--- config.mk ---
export PLATFORM = sky130hd
export DESIGN_NAME = fetch_prefetch_queue
export DESIGN_NICKNAME = d
export VERILOG_FILES = /design/src/rtl/fetch_prefetch_queue.sv
export SDC_FILE = /design/constraint.sdc
export NUM_CORES = 1
export LEC_CHECK = 0
export ABC_AREA = 1
export ABC_CLOCK_PERIOD_IN_PS = 4750
export CORE_MARGIN = 8
export CORE_UTILIZATION = 31
export DETAILED_ROUTE_END_ITERATION = 8
export PLACE_DENSITY = 0.53
export SETUP_SLACK_MARGIN = 0.02
export SLEW_MARGIN = 20
export SYNTH_ARGS = -nofsm -noshare
export SYNTH_HDL_FRONTEND = slang
export SYNTH_SLANG_ARGS = --single-unit
--- constraint.sdc ---
create_clock -name clk -period 4.75 [get_ports clk]
set_input_delay 0.95 -clock clk [delete_from_list [all_inputs] [get_ports clk]]
set_output_delay 0.95 -clock clk [all_outputs]
set_load 0.1 [all_outputs]
--- src/rtl/fetch_prefetch_queue.sv ---
// fetch_prefetch_queue: instruction-fetch front end.
// Owns the fetch PC, issues one word request at a time over a req/ack
// handshake, buffers returned words with their PC+4 in a DEPTH-entry FIFO
// and presents the FIFO head to IF/ID. Redirects flush the queue and
// discard any in-flight response.
// Optional feature macro: FETCH_PREFETCH_STATS_EN adds saturating
// statistics counters (stat_fetched, stat_flushed, stat_empty).
module fetch_prefetch_queue #(
  parameter int unsigned DEPTH    = 4,
  parameter logic [31:0] RESET_PC = 32'h0000_0000,
  parameter logic [31:0] NOP_INST = 32'h0000_0020
) (
  input  logic        clk,
  input  logic        init_n,
  output logic        mem_req,
  output logic [31:0] mem_addr,
  input  logic        mem_ack,
  input  logic [31:0] mem_rdata,
  output logic        out_valid,
  output logic [31:0] out_inst,
  output logic [31:0] out_npc,
  input  logic        out_ready,
  input  logic        redirect,
  input  logic [31:0] redirect_pc
`ifdef FETCH_PREFETCH_STATS_EN
  ,
  output logic [31:0] stat_fetched,
  output logic [31:0] stat_flushed,
  output logic [31:0] stat_empty
`endif
);

  localparam int PW = $clog2(DEPTH);
  localparam int CW = PW + 1;
  localparam logic [CW-1:0] DEPTH_C = CW'(DEPTH);

  typedef enum logic [1:0] {
    S_IDLE = 2'd0,
    S_WAIT = 2'd1,
    S_DROP = 2'd2
  } state_t;

  state_t          r_state;
  state_t          w_next_state;
  logic [31:0]     r_pc;
  logic [31:0]     r_req_addr;
  logic [PW-1:0]   r_wptr;
  logic [PW-1:0]   r_rptr;
  logic [CW-1:0]   r_count;
  logic [31:0]     r_fifo_inst [DEPTH];
  logic [31:0]     r_fifo_npc  [DEPTH];

  logic            w_issue;
  logic            w_push;
  logic            w_drop;
  logic            w_pop;
  logic [31:0]     w_req_npc;

  // The request stays asserted from WAIT/DROP entry until the ack,
  // so the address held on the bus is always the latched request address.
  assign mem_req   = (r_state == S_WAIT) || (r_state == S_DROP);
  assign mem_addr  = mem_req ? r_req_addr : r_pc;

  assign out_valid = (r_count != '0);
  assign out_inst  = out_valid ? r_fifo_inst[r_rptr] : NOP_INST;
  assign out_npc   = out_valid ? r_fifo_npc[r_rptr]  : 32'h0000_0000;

  // A redirect flushes in the same edge, so it must also suppress the pop.
  assign w_pop     = out_valid && out_ready && !redirect;
  assign w_req_npc = r_req_addr + 32'd4;

  // FSM state register
  always_ff @(posedge clk or negedge init_n) begin
    if (!init_n) r_state <= S_IDLE;
    else         r_state <= w_next_state;
  end

  // FSM next state plus issue/push/drop strobes; a request is only issued
  // when a FIFO slot is free, so a returning ack never meets a full queue
  always_comb begin
    w_next_state = r_state;
    w_issue      = 1'b0;
    w_push       = 1'b0;
    w_drop       = 1'b0;
    case (r_state)
      S_IDLE: begin
        if (!redirect && (r_count < DEPTH_C)) begin
          w_next_state = S_WAIT;
          w_issue      = 1'b1;
        end
      end
      S_WAIT: begin
        if (mem_ack) begin
          w_next_state = S_IDLE;
          if (redirect) w_drop = 1'b1;
          else          w_push = 1'b1;
        end else if (redirect) begin
          w_next_state = S_DROP;
        end
      end
      S_DROP: begin
        if (mem_ack) begin
          w_next_state = S_IDLE;
          w_drop       = 1'b1;
        end
      end
      default: w_next_state = S_IDLE;
    endcase
  end

  // Fetch PC and latched request address
  always_ff @(posedge clk or negedge init_n) begin
    if (!init_n) begin
      r_pc       <= RESET_PC;
      r_req_addr <= RESET_PC;
    end else begin
      if (redirect)    r_pc <= redirect_pc;
      else if (w_push) r_pc <= w_req_npc;
      if (w_issue)     r_req_addr <= r_pc;
    end
  end

  // FIFO pointers and occupancy; flush wins over same-cycle push and pop
  always_ff @(posedge clk or negedge init_n) begin
    if (!init_n) begin
      r_wptr  <= '0;
      r_rptr  <= '0;
      r_count <= '0;
    end else if (redirect) begin
      r_wptr  <= '0;
      r_rptr  <= '0;
      r_count <= '0;
    end else begin
      if (w_push) r_wptr <= r_wptr + PW'(1);
      if (w_pop)  r_rptr <= r_rptr + PW'(1);
      if (w_push && !w_pop)      r_count <= r_count + CW'(1);
      else if (!w_push && w_pop) r_count <= r_count - CW'(1);
    end
  end

  // FIFO storage: data only, no reset needed since occupancy gates the outputs
  always_ff @(posedge clk) begin
    if (w_push) begin
      r_fifo_inst[r_wptr] <= mem_rdata;
      r_fifo_npc[r_wptr]  <= w_req_npc;
    end
  end

`ifdef FETCH_PREFETCH_STATS_EN
  logic [31:0] r_stat_fetched;
  logic [31:0] r_stat_flushed;
  logic [31:0] r_stat_empty;
  logic [31:0] w_flush_inc;

  function automatic logic [31:0] sat_add(input logic [31:0] a, input logic [31:0] b);
    logic [32:0] s;
    s = {1'b0, a} + {1'b0, b};
    return s[32] ? 32'hFFFF_FFFF : s[31:0];
  endfunction

  // Discarded work: queued entries lost to a flush plus any dropped response
  assign w_flush_inc = (redirect ? 32'(r_count) : 32'd0) + (w_drop ? 32'd1 : 32'd0);

  // Saturating statistics counters
  always_ff @(posedge clk or negedge init_n) begin
    if (!init_n) begin
      r_stat_fetched <= 32'd0;
      r_stat_flushed <= 32'd0;
      r_stat_empty   <= 32'd0;
    end else begin
      if (w_push)                 r_stat_fetched <= sat_add(r_stat_fetched, 32'd1);
      if (w_flush_inc != 32'd0)   r_stat_flushed <= sat_add(r_stat_flushed, w_flush_inc);
      if (!out_valid && out_ready) r_stat_empty  <= sat_add(r_stat_empty, 32'd1);
    end
  end

  assign stat_fetched = r_stat_fetched;
  assign stat_flushed = r_stat_flushed;
  assign stat_empty   = r_stat_empty;
`endif

endmodule
# Word-level counts from Yosys, hierarchy flattened
# Memory sizes are Yosys's and may differ from the RTL's.
# Cells that the tools add are included.
# totals
reg_bits,73
ramBits,256
in_bits,69
out_inout_bits,98
word_cells,58
mem_count,2
# op_classes
addsub,5
order_cmp,1
n_eq_ne,5
mux,24
n_reduce_logical,15
# memory_table
name,depth,word_bits,rd,rd_clocked_by_memory_dff,wr,line_no,source
r_fifo_inst,4,32,1,0,1,50,logic [31:0] r_fifo_inst [DEPTH];
r_fifo_npc,4,32,1,0,1,51,logic [31:0] r_fifo_npc [DEPTH];
# ops
op,count
$mux W32,5
$add A32 B3 Y32 const B,1
$mux W2,8
$mux W3,3
$mux W1,7
$pmux W2 S3,1
$reduce_bool A3 Y1,2
$logic_and A1 B1 Y1,5
$add A2 B1 Y2 const B,2
$ne A2 B2 Y1 const B,2
$reduce_bool A2 Y1,2
$add A3 B1 Y3 const B,1
$logic_not A1 Y1,3
$lt A3 B3 Y1 const B,1
$ne A3 B3 Y1 const B,1
$reduce_and A3 Y1,1
$sub A3 B1 Y3 const B,1
$eq A2 B1 Y1 const B,1
$eq A2 B2 Y1 const B,1
$logic_not A2 Y1,1
$logic_or A1 B1 Y1,1

# Logic depth before layout (Yosys ltp)
# logic_depth
ltp_word,8
depth_mapped,10
ltp_nobuf,10

# Least setup slack after synthesis
# No wires, ideal clock.
# synth_path
path_kind,register -> output
from,reg r_rptr[0]
to,out out_inst[5]
arrival_ps,4286
t_required_ps,3800
path_slack_ps,-486
path_stages_with_launch,6
n_path_buf,2
path_cell_list,dfrtp_1 -> inv_2 -> buf_2 -> buf_2 -> nor2_1 -> o311ai_0
# synth_via
elab_chain_len,2
# synth_lines
item,line_no,source
"start, declared",48,logic [PW-1:0] r_rptr;
"start signal, assigned",135,if (w_pop) r_rptr <= r_rptr + PW'(1);
$mem_v2 Z4 W32,-,
$mux W32,65,assign out_inst = out_valid ? r_fifo_inst[r_rptr] : NOP_INST;
"end, declared",20,"output logic [31:0] out_inst,"
# No other way between the ends.

# Worst setup path after layout
# layout_path
from,reg r_rptr[0]
to,out out_inst[23]
# Same word-level chain as after synthesis.

==> impl_metrics.csv <==
group,metric,value,unit
run_status,run_status,"complete, no violations",
cts,clk_latency,0.55,ns
grt,grt_pass1_wl,59.48,mm
floorplan,fp.dieH,230.2,µm
finish,diodes,0,
worst_setup_path,path_delay_family,"buffers and inverters",
route,drt_first_iter_violations,664,
finish,design.final.nets,1583,
route,wl_per_cell,18.27,µm
grt,grt_residual_overflow,0,
sta,setup_repair_after_global_routing_missed_its_margin,"false",
placed_design,gpl_congestion,0.8634,
grt,global_route.usage.total,14.38,%
floorplan,dieArea,0.05300,mm²
cts,postCtsSetupRepairBufs,0,
synthesis,synth.yosys.warnings,0,
placed_design,hpwlAfterDp,24.54,mm
floorplan,core-area,0.04538,mm²
sta,setup_total_negative_slack,0,ns
worst_setup_path,critPathMaxStageDelay,0.70,ns
sta,maxSlewViolCount,0,
finish,layout.cells.most_common_list,"294 x sky130_fd_sc_hd__nor2_1, 256 x sky130_fd_sc_hd__edfxtp_1, 206 x sky130_fd_sc_hd__nand2_1, 206 x sky130_fd_sc_hd__o21ai_0, 110 x sky130_fd_sc_hd__buf_4",
worst_setup_path,critPathMostFrequentCell,"sky130_fd_sc_hd__buf_4",
synthesis,synth_area_leaders,"sky130_fd_sc_hd__edfxtp_1 54%, sky130_fd_sc_hd__dfrtp_1 13%, sky130_fd_sc_hd__nor2_1 7.9%",
synthesis,yosys_register_bits,329,
worst_setup_path,worst_setup_path_end_kind,"output port",
synthesis,synth_edf_count,256,
synthesis,dominantRegCellSynth,"sky130_fd_sc_hd__edfxtp_1",
cts,numCtsBuffers,37,
synthesis,post-synth-top-area-cell,"sky130_fd_sc_hd__edfxtp_1",
worst_setup_path,crit_type,"flip-flop to output port",
synthesis,mapped_nets,1433,
cts,clock_tree.root_cell,"sky130_fd_sc_hd__clkbuf_16",
run,max_cap_viol_count,0,
synthesis,mappedNetlistArea,0.01423,mm²
grt,grt_max_degree,85,
cts,cts_max_level,2,
placed_design,pre_cts_slack,1.328,ns
route,first_pass_iters,5,
sta,finalHoldViolCount,0,
floorplan,placementRows,78,
grt,first_global_vias,9918,
cts,post_cts_resize_count,0,
route,viasPerCell,4.683,
sta,max_freq,260.6,MHz
cts,ctsHoldBuffers,0,
sta,finalSetupViolCount,0,
sta,finalCritPeriodShare,80.79,%
worst_setup_path,worstPathRequired,3.80,ns
finish,filler_cell_count,4410,
route,wl,38.93,mm
synthesis,synthesis.area_per_instance,10.50,µm²
worst_setup_path,worstPathMaxFanout,84,
floorplan,io_pins,167,
finish,final_common_cell,"sky130_fd_sc_hd__nor2_1",
cts,clkSinkCount,329,
min_path,worstHoldPathType,"flip-flop to flip-flop",
floorplan,initial_util,31.35,%
worst_setup_path,crit_slowest_cell,"sky130_fd_sc_hd__dfrtp_4",
worst_setup_path,kind_of_launch_point_of_the_worst_setup_path,"flip-flop",
grt,grt_antenna_before_repair,0,
synthesis,async_reset_ff_share,22.19,%
floorplan,die-width,230.2,µm
sta,final.min_clock_period,3.838,ns
synthesis,synthCells,1355,
worst_setup_path,critical_path.cell_chain,"clkinv_2 > buf_4 > o21ai_0 > a21oi_1 > buf_4",
synthesis,count_of_cell_types_in_the_netlist,36,
synthesis,synth.yosys.seq_area_share,66.88,%
cts,cts_tree,"yes",
cts,clock_path_buffers,3,
sta,slew_at_the_pin_with_the_worst_max_slew_slack,0.9918,ns
finish,syn_to_final_growth,22.89,%
synthesis,synth_top_area_share,54.04,%
finish,post_route_cells_drive_above_1_share,12.74,%
worst_setup_path,cp.arrival,2.89,ns
route,dr_total_vias,9979,
worst_setup_path,path_buf_inv,3,
sta,postLayoutSetupSlackWorst,0.9124,ns
cts,cts.clk_slew.worst_paths,0.06,ns
sta,max_slew_margin,33.88,%
sta,worst_setup_skew_after_layout,0.01605,ns
route,antenna_violating_nets_post_route,0,
route,drt_drc_violations_left,0,
placed_design,placement.io_buffers,166,
==> through the flow <==
| step | std cells | hold slack [ns] | util (%) | cell area (µm²) |
|---|---|---|---|---|
| global placement | 2066 | 0.4802 | 35.92 | 16300 |
| global route | 2131 | 0.5225 | 38.53 | 17480 |
| CTS | 2131 | 0.4988 | 38.53 | 17480 |
| floorplan | 1355 | 0.4652 | - | 14230 |
| finish | 2131 | 0.4989 | 38.53 | 17480 |
| detailed placement | 2066 | 0.4840 | 35.92 | 16300 |
==> final timing paths <==
check                           start            to  slack, ns  cells after the start
setup / recovery            r_rptr[0]  out_inst[23]       0.91                      5
setup reg to reg           r_state[1]    r_count[1]       2.22                     10
hold reg to reg              r_pc[19]      r_pc[19]       0.50                      2
hold / removal               r_pc[19]      r_pc[19]       0.50                      2
min in group asynchronous      init_n      r_pc[23]       0.54                      1
max in group asynchronous      init_n     r_rptr[0]       3.45                      1
==> cell usage after synthesis (2+ instances only) <==
cell / count
sky130_fd_sc_hd__nor2_1: 298
sky130_fd_sc_hd__edfxtp_1: 256
sky130_fd_sc_hd__nand2_1: 206
sky130_fd_sc_hd__o21ai_0: 206
sky130_fd_sc_hd__dfrtp_1: 73
sky130_fd_sc_hd__a21oi_1: 68
sky130_fd_sc_hd__inv_1: 65
sky130_fd_sc_hd__clkbuf_1: 38
sky130_fd_sc_hd__a22oi_1: 22
sky130_fd_sc_hd__buf_2: 21
sky130_fd_sc_hd__nand3_1: 15
sky130_fd_sc_hd__nand3b_1: 13
sky130_fd_sc_hd__buf_1: 10
sky130_fd_sc_hd__xor2_1: 10
sky130_fd_sc_hd__ha_1: 8
sky130_fd_sc_hd__nor2_4: 6
sky130_fd_sc_hd__inv_2: 5
sky130_fd_sc_hd__nand2_2: 4
sky130_fd_sc_hd__o211ai_1: 4
sky130_fd_sc_hd__and2_1: 3
sky130_fd_sc_hd__nor2_2: 3
sky130_fd_sc_hd__o221ai_1: 3
sky130_fd_sc_hd__buf_4: 2
sky130_fd_sc_hd__nand2_4: 2
sky130_fd_sc_hd__nand4_1: 2
sky130_fd_sc_hd__xor2_2: 2
==> logic make-up after synthesis <==
logic type / synth area share, %
and+or+nand+nor: 15.83
DFF: 66.88
AOI/OAI and AO/OA: 11.41
buffers and inverters: 4.019
xor gates and xnor gates: 1.020
adders and majority gates: 0.8444
==> layout make-up <==
class / count / area (µm²) / share of cell area [%]
multi-input cells: 884 / 4173 / 23.87
repair buffers: 182 / 1587 / 9.075
well taps: 600 / 750.7 / 4.294
inverters: 71 / 272.8 / 1.560
clock buffers: 50 / 1006 / 5.754
flip-flops and latches: 329 / 9519 / 54.45
clock inverters: 15 / 175.2 / 1.002
==> registers in the layout, summed over array words and instances, names as in the netlist <==
signal / cells
r_count: 3
r_fifo_inst: 128
r_pc: 32
r_req_addr: 32
r_state: 2
r_wptr: 2
r_fifo_npc: 128
r_rptr: 2
==> worst register-to-register path: cells and delay by family (launching register included) <==
kind | cells | cell delay [ns]
AND/OR/NAND/NOR | 4 | 0.64
flip-flops | 1 | 0.38
adder cells (fa/ha/maj) | 2 | 0.65
buffers and inverters | 3 | 0.71
AO/OA/AOI/OAI | 1 | 0.07
==> metal layers <==
| metal | vias up | GRT usage, % | wire, µm |
|---|---|---|---|
| met5 | - | 0 | 0 |
| met4 | 0 | 4.296 | 775 |
| met3 | 46 | 2.426 | 1812 |
| met2 | 250 | 23.23 | 18240 |
| met1 | 4768 | 19.62 | 18100 |
| li1 | 4915 | - | - |
Power is left out: the tool's default activity adds up to more than one toggle a clock period on the data nets, which glitch-free logic cannot reach.
==> patch, RTL diff (same flow settings) <==
`DEPTH`: 4 -> 8. Comments in the files are not updated.
--- a/src/rtl/fetch_prefetch_queue.sv
+++ b/src/rtl/fetch_prefetch_queue.sv
@@ -7,5 +7,5 @@
 // statistics counters (stat_fetched, stat_flushed, stat_empty).
 module fetch_prefetch_queue #(
-  parameter int unsigned DEPTH    = 4,
+  parameter int unsigned DEPTH    = 8,
   parameter logic [31:0] RESET_PC = 32'h0000_0000,
   parameter logic [31:0] NOP_INST = 32'h0000_0020
Formal check against the unedited RTL: same outputs for any inputs over 4 cycles, from zero or initial values; that may be too few to reach the edited logic, so the function may still have changed.
==> patch against the original RTL <==
Via count up 65%; worst setup slack got worse by 0.34 ns; routed wire length grew 69%; sequential cell count rose by 259; synthesized area is 73% higher; cell area rose by 68%; critical endpoint is now out_npc[0]; highest routed layer unchanged.
Power is left out: the tool's default activity adds up to more than one toggle a clock period on the data nets, which glitch-free logic cannot reach.
==> patch: results (changes against the original RTL) <==
- The flow ran to the end, and the final reports show no timing, DRC or antenna violations.
- The vias after detailed routing came to 16500 (+65%).
- The endpoint identified for the worst register-to-register timing path is r_fifo_inst[1][14]$_DFFE_PP_.
- The initial antenna violation count is 1 (+1).
- The clock distribution area overhead in the final layout is 0.0735 (+0.00594).
- The maximum clock skew at final layout is 0.0224 ns (+0.00632 ns).
- The number of global-route vias before repair is 16800 (+70%).
- The data-path buffer share of cell area in the final layout is 0.0621 (-0.0286).
- By count the netlist is led by edfxtp_1 (512), nor2_1 (492), o21ai_0 (328).
- The met1 track demand over resource in global routing was 0.199 (+0.00263).
- The adder and majority cell fraction of the synthesized area is 0.00489 (-0.00356).
- The async set or reset register ratio after synthesis is 0.129 (-0.0926).
- The number of well-tap cells placed was 1050 (+75%).
- The pre-CTS setup slack is 1.17 ns (-0.153 ns).
- The total length of routed wires is 65700 um (+69%).
- The register area share after synthesis is 0.703 (+0.0339).
- The net count after synthesis is 2227 (+55%).
- The number of violations reported at the end of detailed-routing iteration 0 is 1295 (+95%).
- The area fraction in compound gates after synthesis is 0.114 (about the same).
- The number of instances in the synthesized netlist is 2149 (+59%).
- The cell area after placement is 27100 sq um (+66%).
- The peak fanout along the critical path is 49 (-42%).
- The slew at the pin closest to its max-slew limit is 1.15 ns (+0.159 ns).
- The xor and xnor fraction of the mapped netlist area is 0.00595 (-0.00425).
- Yosys attributes the largest share of cell area to edfxtp_1 (63%), dfrtp_1 (7.7%), nor2_1 (7.5%).
- The detailed-route wire length on metal 1 was 30500 um (+69%).
- The register bit total from synthesis is 588 (+79%).
- The number of combinational gates with multiple inputs is 1363 (+54%).
- The largest registers in the layout are r_fifo_inst (256), r_fifo_npc (256).
- The pin count of the biggest net entering global routing was 258 (+200%).
- The routing usage on met3 is 0.0284 (+0.00411).
- The count of filler cells inserted in the layout is 7641 (+73%).
- The final estimated routing congestion in global placement came to 0.803 (-7.0%).
- The arrival time at the worst endpoint is 3.22 ns (+0.33 ns).
- The area taken by multi-input logic gates is 6450 sq um (+55%).
- The number of flops mapped to enable cells by yosys is 512 (+100%).
- The HPWL after detailed placement is 38400 um (+56%).
- The clock latency on the worst-skew pair came to 0.61 ns (+0.06 ns).
- The upper clock frequency limit was 240 MHz (-8.0%).
- The met2 track demand over resource in global routing came to 0.232 (-0.000376).
- The routed length on met3 is 3040 um (+68%).
[patch: cell count changes in the layout (fill, tap and decap cells not counted), moves of 4 or more]
| cell | before | now |
|---|---|---|
| nor2_1 | 294 | 484 |
| o211ai_1 | 4 | 66 |
| buf_12 | 4 | 11 |
| o22ai_1 | 1 | 64 |
| edfxtp_1 | 256 | 512 |
| nand2_1 | 206 | 292 |
| o21ai_1 | 0 | 4 |
| clkinv_1 | 6 | 15 |
| nand3_1 | 15 | 23 |
| o21ai_0 | 206 | 328 |
| buf_4 | 110 | 120 |
| a21oi_1 | 68 | 5 |
| clkbuf_16 | 38 | 69 |
[patch: worst max-delay path, cell delays in order (launching register included)]
cell,delay [ns]
dfrtp_4,0.71
inv_2,0.42
buf_4,0.36
o21ai_0,0.13
o22ai_1,0.20
nor2_1,0.07
nor2_1,0.34
buf_4,0.36
